$ cat config.mk
export PLATFORM = sky130hd
export DESIGN_NAME = mips_multicycle_ctrl
export DESIGN_NICKNAME = d
export VERILOG_FILES = /design/src/rtl/mips_ctrl_pkg.sv /design/src/rtl/mips_funct_decode.sv /design/src/rtl/mips_multicycle_ctrl.sv
export SDC_FILE = /design/constraint.sdc
export NUM_CORES = 1
export LEC_CHECK = 0
export ABC_AREA = 1
export CORE_MARGIN = 10
export CORE_UTILIZATION = 42
export DETAILED_ROUTE_END_ITERATION = 16
export MAX_ROUTING_LAYER = met4
export PLACE_DENSITY = 0.76
export SYNTH_ARGS = -nofsm -noshare
export SYNTH_HDL_FRONTEND = slang
export SYNTH_SLANG_ARGS = --single-unit
$ cat constraint.sdc
create_clock -name CLK -period 1.45 [get_ports CLK]
set_input_delay 0.29 -clock CLK [delete_from_list [all_inputs] [get_ports CLK]]
set_output_delay 0.29 -clock CLK [all_outputs]
set_load 0.01 [all_outputs]
$ cat src/rtl/mips_ctrl_pkg.sv
// Shared constants for the multi-cycle R-type MIPS controller: state codes,
// funct field values and the ALU control encoding.
package mips_ctrl_pkg;

    localparam logic [2:0] ST_IDLE      = 3'd0;
    localparam logic [2:0] ST_FETCH     = 3'd1;
    localparam logic [2:0] ST_DECODE    = 3'd2;
    localparam logic [2:0] ST_EXECUTE   = 3'd3;
    localparam logic [2:0] ST_WRITEBACK = 3'd4;
    localparam logic [2:0] ST_HALT      = 3'd5;

    localparam logic [5:0] OPCODE_RTYPE = 6'd0;

    localparam logic [5:0] FUNCT_ADD = 6'd32;
    localparam logic [5:0] FUNCT_SUB = 6'd34;
    localparam logic [5:0] FUNCT_AND = 6'd36;
    localparam logic [5:0] FUNCT_OR  = 6'd37;
    localparam logic [5:0] FUNCT_NOR = 6'd39;
    localparam logic [5:0] FUNCT_SLT = 6'd42;

    localparam logic [3:0] ALU_AND = 4'd0;
    localparam logic [3:0] ALU_OR  = 4'd1;
    localparam logic [3:0] ALU_ADD = 4'd2;
    localparam logic [3:0] ALU_SUB = 4'd6;
    localparam logic [3:0] ALU_SLT = 4'd7;
    localparam logic [3:0] ALU_NOR = 4'd12;
    localparam logic [3:0] ALU_NOP = 4'd15;

    typedef struct packed {
        logic [3:0] alu_ctl;
        logic       illegal;
    } funct_dec_t;

endpackage

$ cat src/rtl/mips_funct_decode.sv
// Combinational funct -> ALU control decoder; unknown funct codes are flagged
// illegal and report the NOP code.
module mips_funct_decode
    import mips_ctrl_pkg::*;
(
    input  logic [5:0]  i_funct,
    output funct_dec_t  o_dec
);

    always_comb begin
        o_dec.alu_ctl = ALU_NOP;
        o_dec.illegal = 1'b0;
        case (i_funct)
            FUNCT_ADD: o_dec.alu_ctl = ALU_ADD;
            FUNCT_SUB: o_dec.alu_ctl = ALU_SUB;
            FUNCT_AND: o_dec.alu_ctl = ALU_AND;
            FUNCT_OR:  o_dec.alu_ctl = ALU_OR;
            FUNCT_NOR: o_dec.alu_ctl = ALU_NOR;
            FUNCT_SLT: o_dec.alu_ctl = ALU_SLT;
            default:   o_dec.illegal = 1'b1;
        endcase
    end

endmodule

$ cat src/rtl/mips_multicycle_ctrl.sv
// Multi-cycle FETCH/DECODE/EXECUTE/WRITEBACK sequencer for the R-type datapath,
// with an instruction-memory handshake, fetch timeout and sticky error flags.
module mips_multicycle_ctrl
    import mips_ctrl_pkg::*;
#(
    parameter int DATA_W   = 32,
    parameter int MAX_WAIT = 15,
    parameter int CNT_W    = 16
) (
    input  logic              CLK,
    input  logic              RESET,
    input  logic              RUN,
    output logic              IMEM_REQ,
    input  logic              IMEM_ACK,
    input  logic [DATA_W-1:0] INSTRUCTION,
    output logic              IR_WRITE,
    output logic              REG_READ,
    output logic [3:0]        ALU_CTL,
    output logic              REG_WRITE,
    output logic [4:0]        WRITE_REG,
    output logic              PC_WRITE,
    output logic              BUSY,
    output logic              ILLEGAL,
    output logic              TIMEOUT,
    output logic [CNT_W-1:0]  INSTR_COUNT
);

    localparam int WAIT_W = $clog2(MAX_WAIT + 1);

    logic [2:0]        r_state;
    logic [2:0]        w_state_next;
    logic [WAIT_W-1:0] r_wait;
    logic [DATA_W-1:0] r_ir;
    logic [3:0]        r_alu_ctl;
    logic [4:0]        r_write_reg;
    logic              r_illegal;
    logic              r_timeout;
    logic [CNT_W-1:0]  r_count;

    funct_dec_t        w_dec;
    logic              w_in_fetch;
    logic              w_ir_write;
    logic              w_timeout_hit;
    logic              w_decode_illegal;
    logic              w_unused_ir;

    mips_funct_decode u_funct_decode (
        .i_funct (r_ir[5:0]),
        .o_dec   (w_dec)
    );

    assign w_in_fetch       = (r_state == ST_FETCH);
    assign w_ir_write       = w_in_fetch && IMEM_ACK;
    // ACK is still accepted on the cycle where MAX_WAIT misses have accumulated.
    assign w_timeout_hit    = w_in_fetch && !IMEM_ACK && (r_wait == WAIT_W'(MAX_WAIT));
    assign w_decode_illegal = (r_ir[31:26] != OPCODE_RTYPE) || w_dec.illegal;
    assign w_unused_ir      = ^{r_ir[25:16], r_ir[10:6]};

    always_comb begin
        w_state_next = r_state;
        case (r_state)
            ST_IDLE:      if (RUN) w_state_next = ST_FETCH;
            ST_FETCH: begin
                if (IMEM_ACK)           w_state_next = ST_DECODE;
                else if (w_timeout_hit) w_state_next = ST_HALT;
            end
            ST_DECODE:    w_state_next = w_decode_illegal ? ST_HALT : ST_EXECUTE;
            ST_EXECUTE:   w_state_next = ST_WRITEBACK;
            ST_WRITEBACK: w_state_next = RUN ? ST_FETCH : ST_IDLE;
            ST_HALT:      w_state_next = ST_HALT;
            default:      w_state_next = ST_HALT;
        endcase
    end

    always_ff @(posedge CLK or posedge RESET) begin
        if (RESET) begin
            r_state     <= ST_IDLE;
            r_wait      <= '0;
            r_ir        <= '0;
            r_alu_ctl   <= ALU_NOP;
            r_write_reg <= '0;
            r_illegal   <= 1'b0;
            r_timeout   <= 1'b0;
            r_count     <= '0;
        end else begin
            r_state <= w_state_next;

            if (w_in_fetch && !IMEM_ACK)
                r_wait <= r_wait + 1'b1;
            else
                r_wait <= '0;

            if (w_ir_write)
                r_ir <= INSTRUCTION;

            if (w_timeout_hit)
                r_timeout <= 1'b1;

            if (r_state == ST_DECODE) begin
                r_write_reg <= r_ir[15:11];
                if (w_decode_illegal)
                    r_illegal <= 1'b1;
                else
                    r_alu_ctl <= w_dec.alu_ctl;
            end

            if (r_state == ST_WRITEBACK)
                r_count <= r_count + 1'b1;
        end
    end

    // Pulses are decoded from the state register, so an asynchronous reset
    // removes them in the same instant it forces IDLE.
    assign IMEM_REQ    = w_in_fetch;
    assign IR_WRITE    = w_ir_write;
    assign REG_READ    = (r_state == ST_DECODE);
    assign PC_WRITE    = (r_state == ST_WRITEBACK);
    assign REG_WRITE   = (r_state == ST_WRITEBACK) && (r_write_reg != 5'd0);
    assign BUSY        = (r_state != ST_IDLE) && (r_state != ST_HALT);
    assign ALU_CTL     = r_alu_ctl;
    assign WRITE_REG   = r_write_reg;
    assign ILLEGAL     = r_illegal;
    assign TIMEOUT     = r_timeout;
    assign INSTR_COUNT = r_count;

endmodule

After elaboration in Yosys (flattened, before gate mapping)
Cells that the tools add are included.
- bits of input ports: 36
- word-level logic and storage cells: 49
- register bits: 66
- output and inout bits: 33
- multiplexer cells: 9
- add/sub/neg operators: 2
- bitwise gates (word level): 1
- reductions and logical operators: 15
- equal/unequal tests: 14
- operator list (operator ; number):
    $eq 6x6->1 const B ; 6
    $pmux 4 s6 ; 1
    $add 16x1->16 const B ; 1
    $pmux 3 s5 ; 1
    $mux 3 ; 4
    $eq 3x2->1 const B ; 2
    $reduce_and 2->1 ; 3
    $reduce_bool 6->1 ; 1
    $reduce_or 6->1 ; 1
    $logic_and 1x1->1 ; 5
    $reduce_bool 5->1 ; 1
    $add 4x1->4 const B ; 1
    $eq 4x4->1 const B ; 1
    $mux 4 ; 1
    $eq 3x1->1 const B ; 1
    $eq 3x3->1 const B ; 1
    $logic_not 3->1 ; 1
    $ne 3x2->1 const B ; 1
    $ne 3x3->1 const B ; 1
    $reduce_bool 3->1 ; 1
    $mux 1 ; 2
    $ne 2x2->1 const B ; 1
    $logic_not 1->1 ; 1
    $logic_or 1x1->1 ; 1
    $not 1->1 ; 1

Depth between registers and ports, before layout
Gate-level depths: netlist of the first run.
- depth in word-level cells: 6
- mapped depth: 9

By module
A second synthesis of the first run with hierarchy kept.
- cell total of the unflattened synthesis: 282
- area total of the unflattened synthesis: 2432.3 sq um
- by module, submodules not included (module ; sequential area each (sq um) ; area an instance (sq um) ; cells an instance ; times used):
    mips_multicycle_ctrl ; 1281.2 ; 2297.2 ; 254 ; 1
    mips_funct_decode ; 0.0 ; 135.1 ; 28 ; 1

Worst setup path before layout of the first run
Ideal clock, no wire load.
- path type: reg2out
- start point: reg r_state[2]
- end point: out IR_WRITE
- cell stages (with the launch flop): 7
- path slack: 107 ps
- arrival: 1053 ps
- cells stage by stage: dfrtp_1 > nor2_1 > nand2_1 > inv_2 > nand2_2 > inv_2 > buf_2
- word-level cells in the longest chain between the ends: 2
- ends and longest elaborated chain (item ; RTL line ; source):
    start: declaration ; mips_multicycle_ctrl.sv:30 ; logic [2:0] r_state;
    start signal: assignment ; mips_multicycle_ctrl.sv:86 ; r_state <= w_state_next;
    $eq 3x1->1 ; mips_multicycle_ctrl.sv:52 ; assign w_in_fetch = (r_state == ST_FETCH);
    net IMEM_REQ ; mips_multicycle_ctrl.sv:13 ; output logic IMEM_REQ,
    $logic_and 1x1->1 ; mips_multicycle_ctrl.sv:53 ; assign w_ir_write = w_in_fetch && IMEM_ACK;
    end: declaration ; mips_multicycle_ctrl.sv:16 ; output logic IR_WRITE,
The timed path passes the listed nets, and every way through them passes these cells.

Worst setup path in the final report of the first run
- start point: reg r_state[2]
- end point: out BUSY
- word-level cells in the longest chain between the ends: 2
- ends and longest elaborated chain (item ; RTL line ; source):
    $ne 3x3->1 / $reduce_bool 3->1 (equally long branches) ; mips_multicycle_ctrl.sv:119 ; assign BUSY = (r_state != ST_IDLE) && (r_state != ST_HALT);
    $logic_and 1x1->1 (*) ; mips_multicycle_ctrl.sv:119 ;
    end: declaration ; mips_multicycle_ctrl.sv:22 ; output logic BUSY,
Every way passes the cells marked *; elsewhere a longest branch is shown, timed or not.

==> results.md, run 1 <==
* Yosys reg bits at between 50 and 60
* VDD IR-drop max at slightly above 0.001 V
* Cells after synthesis at roughly 260
* Max transition margin at about three fifths
* DP HPWL at between 3 and 4 mm
* Biggest area consumer among synthesized cells: dfrtp_1
* DRT Wirelength at 6.103 mm
* Commonest non-fill, non-tap cells in the layout: nand2_1, dfrtp_1, buf_4
* Post-synthesis adder-cell area fraction at roughly 1.1%
* Critical path startpoint category: register
* GRT Total Usage at between 10 and 15%
* Final Cycle Share at 113.0%
* Internal at ~3.8 mW
* Post-Syn Area at 2282 sq um
* Switching power at between 2 and 2.5 mW
* Gr ovfl total at 0
* Slew of the pin with the lowest slew margin at approximately 0.57 ns
* Vias/cell at between 4 and 5
* Number of global-route vias before repair at about 2.1k
* Final #Nets at 406
* RD Place Congestion at ~0.82
* Filler instances at between 300 and 400
* YS warnings at 0
* Routed Antenna Nets at 0
* Clock latency on the worst-skew pair at 0.30 ns
* Gate power share at approximately half
* CORE AREA at 5172 sq um
* Unrepaired setup endpoints after global routing: true
* Placed Instances at about 400
* PortBufs at 53
* Syn Nets at just under 300
* Share of cells above drive strength 1 at a little under a third
* Worst hold path class: in -> async
* Seq pwr share at approximately 36%
* CP required at about 1.2 ns
* Clk_skew at roughly 0.0043 ns
* Initial antenna violation count at 0
* Clock Power Share at between 15 and 20%
* # diodes at 0
* Final Non-Filler Cells at 439
* Initial DRC Count at 88
* Synth top area share at roughly half
* Die height at between 90 and 100 um
* Sequential fraction of the synthesis area at a little under three fifths
* First-pass GRT wire length at a little under 10 mm
* P&R area growth vs syn at 55.70%
* Max Fclk at around 610 MHz
* Post-CTS Hold Buffers at 0
* Final Setup Violations at 17
* Initial core utilization at 44.12%
* Multi-input gate area at ~980 sq um
* Pwr Density at approximately 1700 nW/um^2
* Final TNS setup at -1.793 ns
* Maximum fanout along the worst path at 3
* Die ar. at slightly below 9000 sq um
* Main combinational cell family by area after synthesis: simple AND/OR/NAND/NOR gates
* Leakage power at around 1.8 nW
* Hold Vio Cnt, Final at 0
* Mux cell area share after synthesis at less than 1%
* DRC Markers at 0
* Vias at 2075
* Crit path DAT at between 1 and 1.5 ns
* CTS tree: built
* CTS max path bufs at 2
* Setup WS pre-CTS at -0.3355 ns
* Worst-path clk slew at about 0.09 ns
* Failing checks: negative setup slack
* Synth area leaders: dfrtp_1, nand2_1, inv_1, dfstp_2, xor2_1
* FF+latch area at roughly 1300 sq um
* FP Rows at 26
* Switching fraction of total power at between 30% and 40%
* Post-Syn Area per Cell at 8.846 sq um
* Util after Layout at between 60 and 70%
* Final count of pins violating max slew at 0
* Critical Path Sink Type: output pin
* Largest net degree at the start of global routing at 23
* Worst Setup Path Type: reg -> out
* Area fraction in compound gates after synthesis at 7.456%
* DIE WIDTH at 93.72 um
* Simple logic cell fraction of the synthesized area at between 20% and 30%
* Total clock sinks at 51
* Status: finished, violations left
* Root Driver: clkbuf_8
* Ports at just under 70
* DRT Pass-1 Iters at 4
* CTS H-Tree Depth at 2
* Synth Area in XOR/XNOR at ~4.2%
* WL/cell at around 14 um
* CTS Buf Count at 5
* Crit path time final at about 1.6 ns
* Max Cap Viol at 0
* Leading cell type in the layout, fill and taps excluded: nand2_1
* Synth unique cells at 29
* PnR worst setup slack at -0.1888 ns
-- worst max-delay path: stages (launching register included) --
cell,delay (ns)
dfrtp_2,0.44
buf_6,0.13
buf_4,0.15
nor2_4,0.13
a21oi_2,0.05
buf_2,0.14
-- state kept, by name (all words and copies together), names as in the netlist --
register	count
ALU_CTL	4
WRITE_REG	5
r_wait	4
ILLEGAL	1
TIMEOUT	1
r_ir	17
r_state	3
INSTR_COUNT	16
-- power groups by stage --
stage | sequential [mW] | clock (mW) | combinational, mW
floorplan | 2.20 | 0 | 0.995
global placement | 2.17 | 0 | 2.03
detailed placement | 2.19 | 0 | 2.08
CTS | 2.11 | 0.914 | 2.58
global route | 2.17 | 0.979 | 3.17
finish | 2.13 | 0.894 | 2.91
-- synth_stat cells (all sizes together) --
cell type and number:
o2111ai 1, o211ai 2, xnor2 4, o22ai 1, a21oi 8, a21o 1, xor2 7, or2 1
mux2 1, o21ai 17, ha 2, nand2 81, nand3 10, a21boi 1, buf 4, inv 34
dfrtp 47, nand4 5, dfstp 4, nor2 21, nor3 6
-- what timing repair did --
action	CTS	global route
gates resized for setup	78	44
setup endpoints to repair	36	45
buffers inserted	21	12
pin swaps	7	14
hold endpoints to repair	0	0
-- layer usage --
| layer | wire length, um | part of all wire, % | GRT usage [%] |
|---|---|---|---|
| met5 | 0 | 0 | - |
| met4 | 114 | 1.9 | 3.924 |
| met3 | 306 | 5.0 | 4.237 |
| met2 | 3235 | 53 | 24.65 |
| met1 | 2446 | 40 | 14.60 |
-- kinds of logic after synthesis --
logic type,Yosys count
flops,51
buf+inv,38
compound gates,31
xor+xnor,11
fa+ha+maj,2
mux,1
simple gates,124
-- stage by stage --
step                      hold WS, ns  instance area [sq um]  power (mW)
after global routing           0.3396                   3553       6.322
after global placement         0.4442                   3092       4.193
after CTS                      0.3168                   3382       5.598
final                          0.3127                   3553       5.934
after floorplan                0.3372                   2286       3.190
after detailed placement       0.4518                   3092       4.269
-- path summary, 6_finish.rpt --
kind / slack (ns) / startpoint / end / depth (start not counted)
hold / removal: 0.31 / RESET / r_state[1] / 2
hold reg to reg: 0.47 / ILLEGAL / ILLEGAL / 2
min in group CLK: 0.47 / ILLEGAL / ILLEGAL / 2
setup / recovery: -0.19 / r_state[2] / BUSY / 5
setup reg to reg: -0.15 / r_state[2] / r_state[0] / 8
max in group asynchronous: 0.69 / RESET / ALU_CTL[0] / 3
-- area by class of cell --
class / count / share of cell area [%]
clock buffers: 7 / 2.711
multi-input cells: 169 / 27.50
repair buffers: 107 / 27.18
flip-flops and latches: 51 / 36.09
clock inverters: 1 / 0.2113
inverters: 34 / 3.838
well taps: 70 / 2.465
No activity file was read; power rests on OpenSTA's default activity.
==> run 2, diff against run 1 <==
--- a/config.mk
+++ b/config.mk
@@ -7,10 +7,10 @@
 export LEC_CHECK = 0
 export ABC_AREA = 1
 export CORE_MARGIN = 10
-export CORE_UTILIZATION = 42
+export CORE_UTILIZATION = 25
 export DETAILED_ROUTE_END_ITERATION = 16
+export GPL_TIMING_DRIVEN = 0
 export MAX_ROUTING_LAYER = met4
-export PLACE_DENSITY = 0.76
 export SYNTH_ARGS = -nofsm -noshare
 export SYNTH_HDL_FRONTEND = slang
 export SYNTH_SLANG_ARGS = --single-unit
==> run 2 against run 1 <==
  * The run still ends with negative setup slack left
  * Critical path depth increased by 2
  * Combinational power decreased by 22%
  * First-iteration DRC count increased by 8.0%
  * Via count decreased by 7.1%
  * Clock skew increased by 0.0083 ns
  * Non-clock buffer count decreased by 22
  * Hold slack improved by 0.15 ns
  * Register-to-register slack got worse by 0.03 ns
  * Critical path type unchanged
  * Largest cell class unchanged
  * Largest power group unchanged
  * Highest routed layer unchanged
==> results.md, run 2 (same netlist as run 1, synthesis figures left out) <==
* Slew of the pin with the lowest slew margin at 1.115 ns (was 0.5727 ns)
* First-pass GRT wire length at 9.232 mm (was 9.701 mm)
* # diodes at 0 (unchanged)
* Total clock sinks at 51 (unchanged)
* Largest reg by FF count: r_ir (unchanged)
* FP Rows at 34 (was 26)
* Clk_skew at 0.01256 ns (was 0.004265 ns)
* Critical path startpoint category: register (unchanged)
* Leading cell type in the layout, fill and taps excluded: nand2_1 (unchanged)
* Unrepaired setup endpoints after global routing: true (unchanged)
* Gr ovfl total at 0 (unchanged)
* Delay-heaviest family, CP: flip-flops (unchanged)
* Crit path time final at 1.651 ns (was 1.639 ns)
* CTS max path bufs at 2 (unchanged)
* Worst Setup Path Type: reg -> out (unchanged)
* CORE AREA at 8806 sq um (was 5172 sq um)
* Critical Path Sink Type: output pin (unchanged)
* Max Fclk at 605.7 MHz (was 610.2 MHz)
* DRT Wirelength at 5.532 mm (was 6.103 mm)
* Hold path start: TIMEOUT
* Clock latency on the worst-skew pair at 0.31 ns (was 0.30 ns)
* Failing checks: negative setup slack (unchanged)
* Max Cap Viol at 0 (unchanged)
* Status: finished, violations left (unchanged)
* Die ar. at 13350 sq um (was 8783 sq um)
* Final Power at 5.259 mW (was 5.934 mW)
* CP max stage delay at 0.42 ns (was 0.44 ns)
* Largest net degree at the start of global routing at 52 (was 23)
* Worst-path clk slew at 0.10 ns (was 0.09 ns)
* Final count of pins violating max slew at 0 (unchanged)
* Worst hold path class: reg -> reg (was in -> async)
* PnR worst setup slack at -0.2010 ns (was -0.1888 ns)
* DP HPWL at 3.875 mm (was 3.961 mm)
* Final TNS setup at -1.609 ns (was -1.793 ns)
* Reg2Reg Depth at 9 (was 8)
* Vias at 1927 (was 2075)
* CP required at 1.16 ns (about the same)
* Initial core utilization at 25.92% (was 44.12%)
* Die height at 115.5 um (was 93.72 um)
* CTS Buf Count at 5 (unchanged)
* Number of global-route vias before repair at 1923 (was 2110)
* P&R area growth vs syn at 46.33% (was 55.70%)
* Final #Nets at 384 (was 406)
* WHS Path Cells at 1
* Hold path endpoint: TIMEOUT
* Post-CTS Hold Buffers at 0 (unchanged)
* Commonest non-fill, non-tap cells in the layout: nand2_1, dfrtp_1, inv_1 (was nand2_1, dfrtp_1, buf_4)
* PortBufs at 53 (unchanged)
* CTS tree: built (unchanged)
* Final Setup Violations at 15 (was 17)
* Grt met2 use at 13.77% (was 24.65%)
* DRC Markers at 0 (unchanged)
* Leakage power at 1.691 nW (was 1.840 nW)
* Sum of buffers and inverters on the critical path at 4 (was 3)
* Pwr Density at 1575 nW/um^2 (was 1670 nW/um^2)
* Share of cells above drive strength 1 at 24.78% (was 31.71%)
* Initial DRC Count at 95 (was 88)
* R2R Setup Slk at -0.18 ns (was -0.15 ns)
* Gr busiest metal: met2 (unchanged)
* Routed Antenna Nets at 0 (unchanged)
* Crit path DAT at 1.36 ns (was 1.35 ns)
* Crit-path cells: buf_6 > nor2_4 > nand2_4 > inv_4 > o21ai_2 > inv_1 > buf_2 (was buf_6 > buf_4 > nor2_4 > a21oi_2 > buf_2)
* Final Cycle Share at 113.9% (was 113.0%)
* Vias/cell at 4.235 (was 4.727)
* RD Place Congestion at 0.7966 (was 0.8164)
* DIE WIDTH at 115.5 um (was 93.72 um)
* Max reg flops at 17 (unchanged)
* Ports at 69 (unchanged)
* VDD IR-drop max at 0.0005836 V (was 0.001008 V)
* RR Startpoint: r_state[0] (was r_state[2])
* Root Driver: clkbuf_8 (unchanged)
* DRT Pass-1 Iters at 4 (unchanged)
* Worst path depth at 7 (was 5)
* Worst reg2reg endpoint: INSTR_COUNT[11] (was r_state[0])
* M1 GR Usage at 10.53% (was 14.60%)
* WL/cell at 12.16 um (was 13.90 um)
* Initial antenna violation count at 0 (unchanged)
* Max transition margin at 25.50% (was 61.53%)
* Maximum fanout along the worst path at 3 (unchanged)
* GRT Total Usage at 8.754% (was 13.92%)
* Hold Vio Cnt, Final at 0 (unchanged)
* Met3 Usage GRT at 2.791% (was 4.237%)
* CTS H-Tree Depth at 2 (unchanged)
* CP max stage cell: dfrtp_1 (was dfrtp_2)
-- run 2: layout make-up --
| type | instances | area, sq um |
|---|---|---|
| Clock inverter | 3 | 22.52 |
| Timing Repair Buffer | 82 | 730.7 |
| Tap cell | 108 | 135.1 |
| Buffer | 3 | 27.53 |
| Clock buffer | 5 | 68.82 |
| Inverter | 34 | 133.9 |
| Multi-Input combinational cell | 169 | 938.4 |
| Fill cell | 914 | 5466 |
| Sequential cell | 51 | 1282 |
-- run 2: per-layer routing --
metal / wire length [um] / vias up
met4: 48 / 0
met5: 0 / -
met2: 2618 / 38
li1: - / 989
met1: 2534 / 896
met3: 330 / 4
-- run 2: repair_timing --
item | in CTS | in global routing
setup buffers | 18 | 13
pin swaps | 4 | 5
endpoints found under the setup margin | 33 | 37
cloned | 0 | 0
resized for setup | 78 | 25
-- run 2: how the worst max path moves through the flow --
stage / start / slack (ns) / end
floorplan: r_state[2] / 0.11 / IR_WRITE
global placement: IMEM_ACK / -0.69 / IR_WRITE
detailed placement: IMEM_ACK / -0.68 / IR_WRITE
CTS: r_state[0] / -0.24 / IR_WRITE
global route: r_state[0] / -0.31 / INSTR_COUNT[11]
finish: r_state[0] / -0.20 / REG_WRITE
-- run 2: where the power goes --
group          switching (mW)  internal [mW]
Clock                   0.510          0.347
Combinational            1.20           1.09
Sequential              0.273           1.85
Total                    1.98           3.28
-- run 2: worst reg2reg max path, stage by stage (launching register included) --
cell and delay, ns:
dfrtp_1 0.42, buf_6 0.14, nor2_4 0.13, nand2_4 0.08
buf_8 0.14, nor2_4 0.12, nand2_2 0.10, nor2_4 0.17
nand2_1 0.08, xor2_1 0.14
-- run 2: through the flow --
step                hold WS [ns]  area, sq um  instances  setup slack, ns  util [%]
finish                    0.4586         3339        455          -0.2010     37.92
global route              0.4746         3339        455          -0.3071     37.92
CTS                       0.4650         3194        445          -0.2367     36.27
detailed placement        0.4449         2952        419          -0.6846     33.52
global placement          0.4477         2952        419          -0.6921     33.52
floorplan                 0.3372         2286        258           0.1074         -
==> run 3, diff against run 2 <==
--- a/config.mk
+++ b/config.mk
@@ -6,6 +6,7 @@
 export NUM_CORES = 1
 export LEC_CHECK = 0
 export ABC_AREA = 1
+export CAP_MARGIN = 20
 export CORE_MARGIN = 10
 export CORE_UTILIZATION = 25
 export DETAILED_ROUTE_END_ITERATION = 16
==> run 3 against run 2 <==
  * The flow still finishes with violations (negative setup slack)
  * Worst setup slack gained 0.0013 ns
  * Clock skew shrank 0.0064 ns
  * Power grew 4.9%
  * Critical endpoint is now IR_WRITE
  * Non-clock buffer count is the same
  * Register-to-register slack gained 0.07 ns
  * Die area is the same
  * Hold slack lost 0.077 ns
  * Final cell count is the same
==> results.md, run 3 (same netlist as run 1, synthesis figures left out) <==
* Status: finished, violations left (unchanged)
* Failing checks: negative setup slack (unchanged)
* Placed Instances at 420 (was 419)
* Placed Area at 2972 sq um (was 2952 sq um)
* DIE WIDTH at 115.5 um (unchanged)
* Crit path time final at 1.650 ns (was 1.651 ns)
* Final Setup Violations at 10 (was 15)
* PortBufs at 53 (unchanged)
* Clock Power Share at 19.2% (was 16.3%)
* Max transition margin at 63.24% (was 25.50%)
* Routed Antenna Nets at 0 (unchanged)
* Critical path startpoint category: register (unchanged)
* Routed wl met2 at 2.666 mm (was 2.618 mm)
* Vias at 1949 (was 1927)
* Final count of pins violating max slew at 0 (unchanged)
* Die height at 115.5 um (unchanged)
* PnR worst setup slack at -0.1997 ns (was -0.2010 ns)
* Worst-path clk slew at 0.10 ns (about the same)
* CTS max path bufs at 2 (unchanged)
* Reg2Reg Depth at 8 (was 9)
* GRT Total Usage at 8.992% (was 8.754%)
* Metal-1 WL at 2.533 mm (was 2.534 mm)
* Final #Nets at 384 (unchanged)
* Unrepaired setup endpoints after global routing: true (unchanged)
* Final Cycle Share at 113.8% (was 113.9%)
* Switching fraction of total power at 36.47% (was 37.60%)
* Initial core utilization at 25.92% (unchanged)
* Maximum fanout along the worst path at 5 (was 3)
* Leading cell type in the layout, fill and taps excluded: nand2_1 (unchanged)
* Final TNS setup at -1.061 ns (was -1.609 ns)
* Initial antenna violation count at 0 (unchanged)
* FP Rows at 34 (unchanged)
* Slew of the pin with the lowest slew margin at 0.5502 ns (was 1.115 ns)
* RD Place Congestion at 0.7966 (unchanged)
* Clk_skew at 0.006205 ns (was 0.01256 ns)
* Max Fclk at 606.2 MHz (was 605.7 MHz)
* Pwr Density at 1617 nW/um^2 (was 1575 nW/um^2)
* WL/cell at 12.33 um (was 12.16 um)
* P&R area growth vs syn at 49.45% (was 46.33%)
* Worst hold path class: in -> async (was reg -> reg)
* Fin area at 3411 sq um (was 3339 sq um)
* Initial DRC Count at 87 (was 95)
* Hold Vio Cnt, Final at 0 (unchanged)
* DRC Markers at 0 (unchanged)
* Switching power at 2.011 mW (was 1.978 mW)
* Commonest non-fill, non-tap cells in the layout: nand2_1, dfrtp_1, inv_1 (unchanged)
* Worst Setup Path Type: reg -> out (unchanged)
* Filler instances at 902 (was 914)
* Gr ovfl total at 0 (unchanged)
* Max Cap Viol at 0 (unchanged)
* CTS tree: built (unchanged)
* CTS H-Tree Depth at 2 (unchanged)
* Largest reg by FF count: r_ir (unchanged)
* Met3 wire len at 345 um (was 330 um)
* Leakage power at 1.715 nW (was 1.691 nW)
* Post-CTS Hold Buffers at 0 (unchanged)
* DP HPWL at 3.983 mm (was 3.875 mm)
* Max reg flops at 17 (unchanged)
* Setup WS pre-CTS at -0.6795 ns (was -0.6846 ns)
* Crit path launch: r_state[0] (unchanged)
* # diodes at 0 (unchanged)
* CORE AREA at 8806 sq um (unchanged)
* Final Power at 5.515 mW (was 5.259 mW)
* RR Startpoint: r_state[0] (unchanged)
* Root Driver: clkbuf_8 (unchanged)
* Final Non-Filler Cells at 455 (unchanged)
* CP required at 1.16 ns (about the same)
* Largest net degree at the start of global routing at 30 (was 52)
* Top sig layer: met4 (unchanged)
* Crit path DAT at 1.36 ns (about the same)
* VDD IR-drop max at 0.0006690 V (was 0.0005836 V)
* Share of cells above drive strength 1 at 26.22% (was 24.78%)
* Seq pwr share at 39.0% (was 40.3%)
* DRT Wirelength at 5.608 mm (was 5.532 mm)
* CTS Buf Count at 5 (unchanged)
* Internal at 3.503 mW (was 3.282 mW)
* Gate power share at 41.8% (was 43.4%)
* Die ar. at 13350 sq um (unchanged)
* First-pass GRT wire length at 9.494 mm (was 9.232 mm)
* Clock latency on the worst-skew pair at 0.30 ns (was 0.31 ns)
* DRT Pass-1 Iters at 4 (unchanged)
* Number of global-route vias before repair at 1991 (was 1923)
* Critical Path Sink Type: output pin (unchanged)
* Vias/cell at 4.284 (was 4.235)
* Total clock sinks at 51 (unchanged)
* Ports at 69 (unchanged)
## run 3: changes by cell type in the layout (fill, tap and decap cells not counted), sizes merged
cell | before | now
bufinv | 0 | 1
clkdlybuf4s15 | 2 | 3
clkinv | 2 | 0
## run 3: routing by layer
| metal | global-route usage, % | up-vias |
|---|---|---|
| met5 | - | - |
| met4 | 2.534 | 0 |
| met3 | 2.791 | 6 |
| met1 | 10.45 | 918 |
| li1 | - | 986 |
| met2 | 14.68 | 39 |
## run 3: what timing repair did
| action | in CTS | in global routing |
|---|---|---|
| buffers inserted | 23 | 7 |
| pin swaps | 8 | 12 |
| setup endpoints to repair | 34 | 43 |
| gates resized for setup | 80 | 29 |
## run 3: power by group through the flow
stage,clock (mW),sequential (mW),combinational [mW]
after floorplan,0,2.20,0.995
after global placement,0,2.18,1.76
after detailed placement,0,2.19,1.80
after CTS,1.10,2.13,2.16
after global routing,1.14,2.21,2.59
final,1.06,2.15,2.30
## run 3: area by class of cell
| type | count | area (sq um) | share of cell area, % |
|---|---|---|---|
| tap | 108 | 135.1 | 3.962 |
| inverter | 34 | 136.4 | 3.999 |
| clock buffer | 6 | 82.58 | 2.421 |
| timing repair buffer | 82 | 740.7 | 21.72 |
| sequential | 51 | 1285 | 37.67 |
| buffer | 3 | 27.53 | 0.8070 |
| clock inverter | 2 | 38.79 | 1.137 |
| multi-input combinational | 169 | 964.7 | 28.28 |
## run 3: final timing paths
check | to | slack [ns]
worst max-delay path | IR_WRITE | -0.20
min in group CLK | TIMEOUT | 0.46
worst min register to register | TIMEOUT | 0.46
worst min-delay path | INSTR_COUNT[0] | 0.38
max in group asynchronous | ALU_CTL[3] | 0.49
worst max register to register | INSTR_COUNT[11] | -0.11
## run 3: through the flow
stage	utilization, %	hold slack, ns
4_1_cts	37.40	0.3959
2_1_floorplan	-	0.3372
3_3_place_gp	33.52	0.4477
3_5_place_dp	33.75	0.4473
5_1_grt	38.73	0.4066
6_report	38.73	0.3812
## run 3: critical path, cell delays in order, from the launching register on
cell     delay, ns
dfrtp_2       0.46
inv_2         0.08
nor2_1        0.04
nand2_1       0.08
inv_2         0.06
nand2_4       0.08
inv_2         0.05
buf_6         0.11
buf_6         0.11
